$ cat config.mk
export PLATFORM = sky130hd
export DESIGN_NAME = fetch_ctrl
export DESIGN_NICKNAME = d
export VERILOG_FILES = /design/src/rtl/fetch_pkg.sv /design/src/rtl/fetch_perf_ctr.sv /design/src/rtl/fetch_ctrl.sv
export SDC_FILE = /design/constraint.sdc
export NUM_CORES = 1
export LEC_CHECK = 0
export CAP_MARGIN = 0
export CORE_MARGIN = 4
export CORE_UTILIZATION = 35
export DETAILED_ROUTE_END_ITERATION = 12
export HOLD_SLACK_MARGIN = 0.02
export PLACE_DENSITY_LB_ADDON = 0.25
export SLEW_MARGIN = 30
export SYNTH_ARGS = -nofsm -noshare
export SYNTH_HDL_FRONTEND = slang
export SYNTH_SLANG_ARGS = --single-unit
$ cat constraint.sdc
create_clock -name clk -period 2.5 [get_ports clk]
set_input_delay 0.5 -clock clk [delete_from_list [all_inputs] [get_ports clk]]
set_output_delay 0.5 -clock clk [all_outputs]
set_load 0.02 [all_outputs]
$ cat src/rtl/fetch_pkg.sv
// Shared types and constants for the instruction fetch controller.
package fetch_pkg;

  typedef enum logic [1:0] {
    ST_IDLE  = 2'd0,
    ST_FETCH = 2'd1,
    ST_HOLD  = 2'd2,
    ST_DRAIN = 2'd3
  } fetch_state_e;

  localparam logic [31:0] PC_STEP          = 32'd4;
  localparam logic [31:0] DEFAULT_RESET_PC = 32'h0000_0000;

  // Instruction addresses are word aligned; the low two bits are dropped.
  function automatic logic [31:0] word_align(input logic [31:0] addr);
    return addr & ~32'h3;
  endfunction

endpackage

$ cat src/rtl/fetch_perf_ctr.sv
// Fetch performance counters: consumed instructions, stalled cycles, flushes.
module fetch_perf_ctr (
  input  logic        clk,
  input  logic        rst_n,
  input  logic        fetch_evt,
  input  logic        stall_evt,
  input  logic        flush_evt,
  output logic [31:0] fetch_cnt,
  output logic [31:0] stall_cnt,
  output logic [31:0] flush_cnt
);

  // Counters wrap naturally at 2^32.
  always_ff @(posedge clk or negedge rst_n) begin
    if (!rst_n) begin
      fetch_cnt <= '0;
      stall_cnt <= '0;
      flush_cnt <= '0;
    end else begin
      if (fetch_evt) fetch_cnt <= fetch_cnt + 32'd1;
      if (stall_evt) stall_cnt <= stall_cnt + 32'd1;
      if (flush_evt) flush_cnt <= flush_cnt + 32'd1;
    end
  end

endmodule

$ cat src/rtl/fetch_ctrl.sv
// Instruction fetch controller: PC sequencing, imem handshake, one-entry hold
// buffer and redirect draining. Optional counters under FETCH_PERF_EN.
module fetch_ctrl
  import fetch_pkg::*;
#(
  parameter logic [31:0] RESET_PC = DEFAULT_RESET_PC
) (
  input  logic        clk,
  input  logic        rst_n,
  input  logic        redirect_valid,
  input  logic [31:0] redirect_addr,
  input  logic        stall,
  output logic        imem_req,
  output logic [31:0] imem_addr,
  input  logic        imem_ack,
  input  logic [31:0] imem_rdata,
  output logic        if_valid,
  output logic [31:0] if_pc,
  output logic [31:0] if_instr,
  output logic [31:0] perf_fetch_cnt,
  output logic [31:0] perf_stall_cnt,
  output logic [31:0] perf_flush_cnt
);

  fetch_state_e state;
  logic [31:0]  pc;
  logic [31:0]  fetch_addr;
  logic [31:0]  hold_pc;
  logic [31:0]  hold_instr;
  logic         consumed;
  logic         slot_free;
  logic [31:0]  redirect_target;

  assign consumed        = if_valid && !stall;
  assign slot_free       = !if_valid || !stall;
  assign redirect_target = word_align(redirect_addr);
  assign imem_addr       = fetch_addr;

  // NOTE: all state uses non-blocking assignments so every register sees
  // pre-edge values regardless of statement order within the block.
  always_ff @(posedge clk or negedge rst_n) begin
    if (!rst_n) begin
      state      <= ST_IDLE;
      pc         <= word_align(RESET_PC);
      fetch_addr <= word_align(RESET_PC);
      hold_pc    <= '0;
      hold_instr <= '0;
      if_valid   <= 1'b0;
      if_pc      <= '0;
      if_instr   <= '0;
      imem_req   <= 1'b0;
    end else begin
      if (consumed) if_valid <= 1'b0;

      if (redirect_valid) begin
        // Redirect overrides stall and ack; output and hold contents are dropped.
        if_valid <= 1'b0;
        pc       <= redirect_target;
        imem_req <= 1'b1;
        if (state == ST_IDLE || state == ST_HOLD || imem_ack) begin
          fetch_addr <= redirect_target;
          state      <= ST_FETCH;
        end else begin
          // Outstanding request must complete at its original address.
          state <= ST_DRAIN;
        end
      end else begin
        case (state)
          ST_IDLE: begin
            fetch_addr <= pc;
            imem_req   <= 1'b1;
            state      <= ST_FETCH;
          end
          ST_FETCH: begin
            if (imem_ack) begin
              pc         <= pc + PC_STEP;
              fetch_addr <= fetch_addr + PC_STEP;
              if (slot_free) begin
                if_valid <= 1'b1;
                if_pc    <= fetch_addr;
                if_instr <= imem_rdata;
              end else begin
                hold_pc    <= fetch_addr;
                hold_instr <= imem_rdata;
                imem_req   <= 1'b0;
                state      <= ST_HOLD;
              end
            end
          end
          ST_HOLD: begin
            if (slot_free) begin
              if_valid <= 1'b1;
              if_pc    <= hold_pc;
              if_instr <= hold_instr;
              imem_req <= 1'b1;
              state    <= ST_FETCH;
            end
          end
          ST_DRAIN: begin
            if (imem_ack) begin
              fetch_addr <= pc;
              state      <= ST_FETCH;
            end
          end
          default: state <= ST_IDLE;
        endcase
      end
    end
  end

`ifdef FETCH_PERF_EN
  fetch_perf_ctr u_perf (
    .clk       (clk),
    .rst_n     (rst_n),
    .fetch_evt (consumed),
    .stall_evt (if_valid && stall),
    .flush_evt (redirect_valid),
    .fetch_cnt (perf_fetch_cnt),
    .stall_cnt (perf_stall_cnt),
    .flush_cnt (perf_flush_cnt)
  );
`else
  assign perf_fetch_cnt = '0;
  assign perf_stall_cnt = '0;
  assign perf_flush_cnt = '0;
`endif

endmodule

Word level (Yosys, flattened, before mapping)
Cells that the tools add are included.
{"block": "totals", "register_bits": 196, "in_bits": 69, "word_cells": 75, "out_inout_bits": 194}
{"block": "op_classes", "muxes": 33, "n_eq_ne": 11, "bitwise_logic": 2, "addsub": 2, "n_reduce_logical": 18}
{"op": "2-to-1 mux 32 bit", "count": 13}
{"op": "case mux 32 bit (2 select lines)", "count": 2}
{"op": "case mux 32 bit (3 select lines)", "count": 1}
{"op": "adder 32 x 3 -> 32 bit (second input constant)", "count": 2}
{"op": "AND reduction 4 bit", "count": 4}
{"op": "2-to-1 mux 2 bit", "count": 6}
{"op": "inequality test 3 bit (second input constant)", "count": 4}
{"op": "2-to-1 mux 1 bit", "count": 8}
{"op": "case mux 2 bit (4 select lines)", "count": 1}
{"op": "nonzero test 4 bit", "count": 2}
{"op": "inequality test 2 bit (second input constant)", "count": 3}
{"op": "nonzero test 2 bit", "count": 3}
{"op": "AND reduction 5 bit", "count": 1}
{"op": "== test 2 bit (second input constant)", "count": 2}
{"op": "logical OR 1 bit", "count": 3}
{"op": "case mux 1 bit (3 select lines)", "count": 1}
{"op": "== test 2 x 1 -> 1 bit (second input constant)", "count": 1}
{"op": "zero test 1 bit", "count": 2}
{"op": "zero test 2 bit", "count": 1}
{"op": "inequality test 2 x 1 -> 1 bit (second input constant)", "count": 1}
{"op": "NOT 1 bit", "count": 2}
{"op": "case mux 1 bit (2 select lines)", "count": 1}
{"op": "AND reduction 2 bit", "count": 1}
{"op": "logical AND 1 bit", "count": 1}

Depth between registers and ports, before layout
Gate-level depths: netlist of run 1.
{"block": "depth", "ltp_word": 7, "depth_mapped": 10, "mapped_depth_nobuf": 7}

Worst setup path after synthesis of run 1
Ideal clock, no wire load.
{"block": "synth_timing", "path_kind": "register to register", "startpoint": "register state[1]", "endpoint": "register fetch_addr[27] (netlist: imem_addr[27])", "path_slack_ps": 359, "t_required_ps": 2376, "setup_ps": 124, "path_stages_with_launch": 9, "t_arrival_ps": 2017, "period_less_slack_ps": 2141, "path_buffers": 2, "cell_sequence": "dfrtp_1 > inv_1 > ha_1 > buf_2 > o21a_1 > o31ai_2 > clkbuf_1 > a21oi_1 > a211o_1"}
{"block": "synth_via", "elab_chain_cells": 5, "elab_cells_between_ends": 13, "cone_classes": "eq/ne (6); mux (2); reduce/logical (5)"}
{"item": "start, declared", "line_no": "fetch_ctrl.sv:25", "rtl": "fetch_state_e state;"}
{"item": "start signal, assigned", "line_no": "fetch_ctrl.sv:43", "rtl": "state <= ST_IDLE;"}
{"item": "start signal, assigned", "line_no": "fetch_ctrl.sv:62", "rtl": "state <= ST_FETCH;"}
{"item": "start signal, assigned", "line_no": "fetch_ctrl.sv:65", "rtl": "state <= ST_DRAIN;"}
{"item": "== test 2 bit or zero test 2 bit (tied branches)", "line_no": "fetch_ctrl.sv:60, fetch_ctrl.sv:68"}
{"item": "logical OR 1 bit (2 in series)", "line_no": "fetch_ctrl.sv:60", "rtl": "if (state == ST_IDLE || state == ST_HOLD || imem_ack) begin"}
{"item": "inequality test 2 x 1 -> 1 bit (no line)"}
{"item": "AND reduction 4 bit (no line)"}
{"item": "end signal, assigned", "line_no": "fetch_ctrl.sv:61", "rtl": "fetch_addr <= redirect_target;"}
{"item": "end signal, assigned", "line_no": "fetch_ctrl.sv:70", "rtl": "fetch_addr <= pc;"}
{"item": "end signal, assigned", "line_no": "fetch_ctrl.sv:77", "rtl": "fetch_addr <= fetch_addr + PC_STEP;"}
{"item": "end, declared", "line_no": "fetch_ctrl.sv:27", "rtl": "logic [31:0] fetch_addr;"}
Parallel ways exist; a longest one is shown, timed or not.
A chain may end at the register's enable or synchronous reset.

Final worst setup path of run 1
{"block": "layout_timing", "startpoint": "register state[1]", "endpoint": "register fetch_addr[25] (netlist: imem_addr[25])"}
The elaborated chain is that of the path after synthesis.

==> results.sh, run 1 <==
export IMPL_drt_first_pass_iters=4
export IMPL_grt_first_pass_wirelength_um=40800
export IMPL_report_final_slew_viol_count=0
export IMPL_cp_max_fo=16
export IMPL_clk_pin_slew_ns=0.08
export IMPL_fin_setup_tns_ns=0
export IMPL_setup_violations=0
export IMPL_async_reset_ff_frac=1.00
export IMPL_rr_worst_depth=7
export IMPL_row_count=62
export IMPL_start_util=0.355
export IMPL_cts_buffers=17
export IMPL_htree_levels=4
export IMPL_postCtsHoldBufs=0
export IMPL_leakage_nw=5.54
export IMPL_track_usage=0.161
export IMPL_grt_pass1_vias=7371
export IMPL_worst_pin_slew_ns=0.717
export IMPL_synth_main_ff_cell="dfrtp_1"
export IMPL_ios=263
export IMPL_cts_max_path_buffers=2
export IMPL_final_cell_mix="dfrtp_1 (191), clkdlybuf4s50_1 (162), o21ai_0 (129)"
export IMPL_max_clock_freq_mhz=424
export IMPL_syn_area_mm2=0.0102
export IMPL_cts_tree="yes"
export IMPL_yosys_warnings=0
export IMPL_netlist_instances=1021
export IMPL_slowest_delay_ns=0.64
export IMPL_synth_seq_cells=191
export IMPL_dp_hpwl_um=18900
export IMPL_placed_cell_area_mm2=0.0123
export IMPL_num_vias=7637
export IMPL_fin_nets=1276
export IMPL_worstPathArrival_ns=2.67
export IMPL_antenna_found_initial=0
export IMPL_vdd_drop_max_v=0.000464
export IMPL_n_antenna_cell=0
export IMPL_drt_iter0_drc=516
export IMPL_synth_cell_types=58
export IMPL_die_x_um=179
export IMPL_design_area_mm2=0.0129
export IMPL_wire_per_inst_um=16.4
export IMPL_cap_violations=0
export IMPL_slew_headroom=0.522
export IMPL_synth_seq_area_share=0.469
export IMPL_status="finished clean"
export IMPL_dieHeight_um=179
export IMPL_drive_above_1_share=0.144
export IMPL_postRouteAntennaNets=0
export IMPL_skew_ns=0.0159
export IMPL_path_cells="inv_1, ha_1, o21a_1, o31ai_4, buf_6, a21oi_1, or3_1"
export IMPL_cp_slowest_cell="o31ai_4"
export IMPL_io_buffers=164
export IMPL_clkSinkCount=191
export IMPL_wl_um=26100
export IMPL_avgSynthCellArea_um2=9.98
export IMPL_dieArea_mm2=0.0319
export IMPL_layoutNonFillerInstCount=1597
export IMPL_grt_setup_unrepaired="true"
export IMPL_report_final_hold_viol_count=0
export IMPL_p_per_area_mw_per_mm2=787
export IMPL_syn2layout_area_growth_pct=26.8
export IMPL_grt_max_degree=81
export IMPL_core_mm2=0.0287
export IMPL_critical_path_class="register to register"
export IMPL_finalCritPeriodShare=0.944
export IMPL_synth_edff_count=0
export IMPL_dpl_cell_count=1565
export IMPL_finalCriticalPeriod_ns=2.36
export IMPL_endpoint_kind="register"
export IMPL_place_gp_congestion=0.838
export IMPL_cp_required_ns=2.81
export IMPL_drc=0
export IMPL_overflow=0
export IMPL_min_path_type="primary input to async pin"
export IMPL_final_common_cell="dfrtp_1"
export IMPL_clk_latency_ns=0.43
export IMPL_root_buffer="clkbuf_16"
export IMPL_critPathLaunchType="register"
export IMPL_via_per_inst=4.78
registers in the layout (all words and copies together) (netlist names):
register,flops
hold_instr,32
if_instr,32
hold_pc,31
if_pc,31
imem_addr,31
pc,30
state,2
if_valid,1
imem_req,1
cell usage after synthesis, types with 5 or more instances:
| library cell | n | share of area |
|---|---|---|
| and3_1 | 12 | 0.0074 |
| xnor2_1 | 13 | 0.011 |
| and4_1 | 5 | 0.0043 |
| inv_1 | 14 | 0.0052 |
| xor2_1 | 16 | 0.014 |
| a31oi_1 | 6 | 0.0037 |
| or3_1 | 6 | 0.0037 |
| ha_1 | 7 | 0.0086 |
| nor3_1 | 7 | 0.0034 |
| o21ai_0 | 129 | 0.063 |
| o31a_1 | 5 | 0.0043 |
| nand3_1 | 26 | 0.013 |
| a21oi_1 | 37 | 0.018 |
| mux2i_1 | 67 | 0.066 |
| nand2b_1 | 11 | 0.0068 |
| clkbuf_1 | 41 | 0.015 |
| buf_1 | 8 | 0.0029 |
| dfrtp_1 | 191 | 0.47 |
| buf_4 | 99 | 0.073 |
| nand3b_1 | 9 | 0.0066 |
| nand4_1 | 19 | 0.012 |
| nand2_1 | 119 | 0.044 |
| mux2_2 | 66 | 0.073 |
| nor2_1 | 25 | 0.0092 |
| nor4_1 | 5 | 0.0031 |
| buf_2 | 12 | 0.0059 |
| nor3b_1 | 7 | 0.0052 |
metal layers:
metal	vias to the layer above	global-route usage	share of wire
met4	0	0.0384	0.0098
met3	10	0.0299	0.057
met2	210	0.247	0.45
met1	3660	0.236	0.48
li1	3757	-	-
met5	-	0	0
worst paths after layout:
kind	end	start	slack (ns)
max	imem_addr[25]$_DFFE_PN0P_	state[1]$_DFFE_PN0P_	0.14
max in group asynchronous	imem_addr[12]$_DFFE_PN0P_	rst_n	1.77
min reg2reg	if_instr[26]$_DFFE_PN0P_	if_instr[26]$_DFFE_PN0P_	0.48
min	if_instr[22]$_DFFE_PN0P_	rst_n	0.01
max reg2reg	imem_addr[25]$_DFFE_PN0P_	state[1]$_DFFE_PN0P_	0.14
min in group clk	if_instr[26]$_DFFE_PN0P_	if_instr[26]$_DFFE_PN0P_	0.48
critical path: cells and delay by family, from the launching register on:
family | cells | cell delay [ns]
adder cells (fa/ha/maj) | 1 | 0.24
AO/OA/AOI/OAI | 3 | 0.93
AND/OR/NAND/NOR | 1 | 0.34
flip-flops | 1 | 0.38
buffers and inverters | 2 | 0.34
logic make-up (layout without fill, tap and decap cells):
family          after synthesis  in the layout  share of synthesized area
compound gates              212            212                      0.118
xor+xnor                     29             29                     0.0249
fa+ha+maj                     7              7                    0.00859
buf+inv                     174            271                      0.102
flops                       191            191                      0.469
mux                         133            133                      0.139
other cells                   1             96                   0.000368
simple gates                274            274                      0.139
through the flow:
| stage | setup slack, ns | hold WS [ns] | power, mW | utilization |
|---|---|---|---|---|
| 6_report | 0.141 | 0.0144 | 10.2 | 0.450 |
| 5_1_grt | -0.00128 | 0.0379 | 10.8 | 0.450 |
| 4_1_cts | 0.0752 | 0.0280 | 10.3 | 0.450 |
| 3_5_place_dp | -0.0444 | 0.469 | 7.47 | 0.429 |
| 3_3_place_gp | -0.174 | 0.460 | 7.40 | 0.429 |
| 2_1_floorplan | 0.359 | 0.204 | 5.93 | - |
repair_timing:
item,in CTS,in global routing
setup buffers,0,0
setup endpoints to repair,0,3
resized for setup,0,1
area by class of cell:
class	count	area (um^2)
Clock buffer	17	425
Tap cell	384	480
Fill cell	2809	15800
Multi-Input combinational cell	751	4760
Sequential cell	191	4780
Timing Repair Buffer	225	2240
Clock inverter	15	181
Inverter	14	52.6
power breakdown:
| group | switching, mW | internal (mW) |
|---|---|---|
| clock | 1.43 | 1.38 |
| combinational | 1.72 | 1.45 |
| sequential | 0.461 | 3.74 |
| total | 3.61 | 6.57 |
No activity file was read; power rests on OpenSTA's default activity.
==> run 2, diff against run 1 <==
--- a/config.mk
+++ b/config.mk
@@ -5,7 +5,7 @@
 export SDC_FILE = /design/constraint.sdc
 export NUM_CORES = 1
 export LEC_CHECK = 0
-export CAP_MARGIN = 0
+export CAP_MARGIN = 40
 export CORE_MARGIN = 4
 export CORE_UTILIZATION = 35
 export DETAILED_ROUTE_END_ITERATION = 12
==> results of run 2 <==
The final DEF is identical to that of run 1; final timing and power are the same.
==> run 3, diff against run 2 <==
--- a/config.mk
+++ b/config.mk
@@ -7,7 +7,7 @@
 export LEC_CHECK = 0
 export CAP_MARGIN = 40
 export CORE_MARGIN = 4
-export CORE_UTILIZATION = 35
+export CORE_UTILIZATION = 40
 export DETAILED_ROUTE_END_ITERATION = 12
 export HOLD_SLACK_MARGIN = 0.02
 export PLACE_DENSITY_LB_ADDON = 0.25
==> constraint.sdc (replaced) <==
create_clock -name clk -period 2.73 [get_ports clk]
set_input_delay 0.546 -clock clk [delete_from_list [all_inputs] [get_ports clk]]
set_output_delay 0.546 -clock clk [all_outputs]
set_load 0.02 [all_outputs]
==> results.sh, run 3 (synthesis gave the netlist of run 1 again) <==
export IMPL_swShare=0.337
export IMPL_cts_max_path_buffers=2
export IMPL_postCtsSetupBuffers=0
export IMPL_final_common_cell="dfrtp_1"
export IMPL_dieArea_mm2=0.0281
export IMPL_critical_path_class="register to register"
export IMPL_grt_first_pass_wirelength_um=40200
export IMPL_n_antenna_cell=0
export IMPL_clk_pin_slew_ns=0.07
export IMPL_root_buffer="clkbuf_16"
export IMPL_num_vias=7667
export IMPL_skew_ns=0.0129
export IMPL_max_clock_freq_mhz=397
export IMPL_io_buffers=164
export IMPL_finalCritPeriodShare=0.922
export IMPL_dp_hpwl_um=18000
export IMPL_leakage_nw=5.40
export IMPL_cts_buffers=17
export IMPL_ios=263
export IMPL_drive_above_1_share=0.128
export IMPL_fin_nets=1256
export IMPL_ctsResizeCount=0
export IMPL_grt_setup_unrepaired="false"
export IMPL_status="finished clean"
export IMPL_overflow=0
export IMPL_endpoint_kind="register"
export IMPL_cp_slowest_cell="o31ai_4"
export IMPL_critPathBufInv=2
export IMPL_core_mm2=0.0251
export IMPL_worstPathArrival_ns=2.81
export IMPL_cts_tree="yes"
export IMPL_p_comb_frac=0.305
export IMPL_placed_cell_area_mm2=0.0120
export IMPL_power_mw=9.12
export IMPL_switching_power_mw=3.07
export IMPL_path_cells="inv_1, ha_1, o21a_1, o31ai_4, buf_6, a21oi_1, or3_1"
export IMPL_grt_pass1_vias=7308
export IMPL_p_per_area_mw_per_mm2=722
export IMPL_row_count=58
export IMPL_drt_first_pass_iters=5
export IMPL_grt_max_degree=127
export IMPL_reg_largest_list="hold_instr: 32 flops, if_instr: 32 flops"
export IMPL_seqPwrFrac=0.424
export IMPL_dieHeight_um=168
export IMPL_clk_latency_ns=0.43
export IMPL_multi_input_area_mm2=0.00476
export IMPL_antenna_found_initial=0
export IMPL_wire_per_inst_um=16.5
export IMPL_setup_violations=0
export IMPL_start_util=0.406
export IMPL_die_x_um=168
export IMPL_htree_levels=4
export IMPL_syn2layout_area_growth_pct=23.8
export IMPL_report_final_hold_viol_count=0
export IMPL_power_share_clock=0.270
export IMPL_final_cell_mix="dfrtp_1 (191), clkdlybuf4s50_1 (162), o21ai_0 (129)"
export IMPL_report_final_slew_viol_count=0
export IMPL_dpl_cell_count=1491
export IMPL_drc=0
export IMPL_slew_headroom=0.489
export IMPL_cp_max_fo=17
export IMPL_cap_violations=0
export IMPL_fin_setup_tns_ns=0
export IMPL_slowest_delay_ns=0.68
export IMPL_seqCellArea_mm2=0.00478
export IMPL_p_int_mw=6.05
export IMPL_clkSinkCount=191
export IMPL_vdd_drop_max_v=0.000343
export IMPL_fin_util=0.503
export IMPL_drt_iter0_drc=539
export IMPL_worst_pin_slew_ns=0.766
export IMPL_via_per_inst=5.04
export IMPL_postCtsHoldBufs=0
export IMPL_finalCriticalPeriod_ns=2.52
export IMPL_critPathLaunchType="register"
export IMPL_track_usage=0.176
export IMPL_design_area_mm2=0.0126
export IMPL_layoutNonFillerInstCount=1522
export IMPL_wl_um=25200
export IMPL_num_fill_cells=2385
export IMPL_place_gp_congestion=0.873
export IMPL_min_path_type="primary input to async pin"
export IMPL_cp_required_ns=3.03
export IMPL_cpLargestDelayFamily="compound AO/OA/AOI/OAI gates"
export IMPL_postRouteAntennaNets=0
==> run 3: cell count changes in the layout (fill, tap and decap cells not counted) <==
| cell | delta |
|---|---|
| buf_6 | -1 |
| clkinv_4 | +1 |
| inv_8 | -4 |
| clkinv_2 | +2 |
| buf_12 | -4 |
| clkbuf_1 | +1 |
| buf_4 | -15 |
| clkbuf_8 | +3 |
| clkinv_8 | -3 |
| inv_12 | -2 |
| bufinv_16 | +1 |
==> run 3: final cells by class <==
type                    instances  share of cell area
repair buffers                205               0.162
multi-input cells             751               0.377
clock buffers                  21              0.0373
inverters                      14             0.00416
clock inverters                10             0.00823
well taps                     330              0.0327
flip-flops and latches        191               0.379
==> run 3: worst register-to-register path, stage by stage, from the launching register on <==
cell and delay (ns):
dfrtp_1 0.43, inv_1 0.11, ha_1 0.26, o21a_1 0.24
o31ai_4 0.68, buf_6 0.26, a21oi_1 0.07, or3_1 0.35
==> run 3: worst paths after layout <==
kind	start	endpoint	slack, ns	cells after the start
min in group clk	if_instr[3]$_DFFE_PN0P_	if_instr[3]$_DFFE_PN0P_	0.48	2
setup reg to reg	state[1]$_DFFE_PN0P_	imem_addr[25]$_DFFE_PN0P_	0.21	7
hold / removal	rst_n	if_instr[21]$_DFFE_PN0P_	0.13	1
setup / recovery	state[1]$_DFFE_PN0P_	imem_addr[25]$_DFFE_PN0P_	0.21	7
hold reg to reg	if_instr[3]$_DFFE_PN0P_	if_instr[3]$_DFFE_PN0P_	0.48	2
max in group asynchronous	rst_n	imem_addr[22]$_DFFE_PN0P_	1.83	2
==> run 3: through the flow <==
step,hold slack (ns),worst slack [ns]
after global routing,0.178,0.0830
after CTS,0.161,0.194
after floorplan,0.250,0.589
final,0.132,0.212
after detailed placement,0.470,0.0841
after global placement,0.460,-0.0515
==> run 3: routing by layer <==
| metal | GRT usage | vias to the layer above | wire, um |
|---|---|---|---|
| li1 | - | 3719 | - |
| met1 | 0.261 | 3705 | 12400 |
| met2 | 0.272 | 225 | 11300 |
| met3 | 0.0305 | 18 | 1230 |
| met4 | 0.0402 | 0 | 262 |
| met5 | 0 | - | 0 |
==> run 3: power by group through the flow <==
stage          clock network (mW)  logic [mW]  registers [mW]
5_1_grt                      2.64        3.04            3.97
4_1_cts                      2.53        2.82            3.87
2_1_floorplan                   0        1.10            4.33
6_report                     2.47        2.78            3.87
3_3_place_gp                    0        2.77            3.90
3_5_place_dp                    0        2.81            3.93
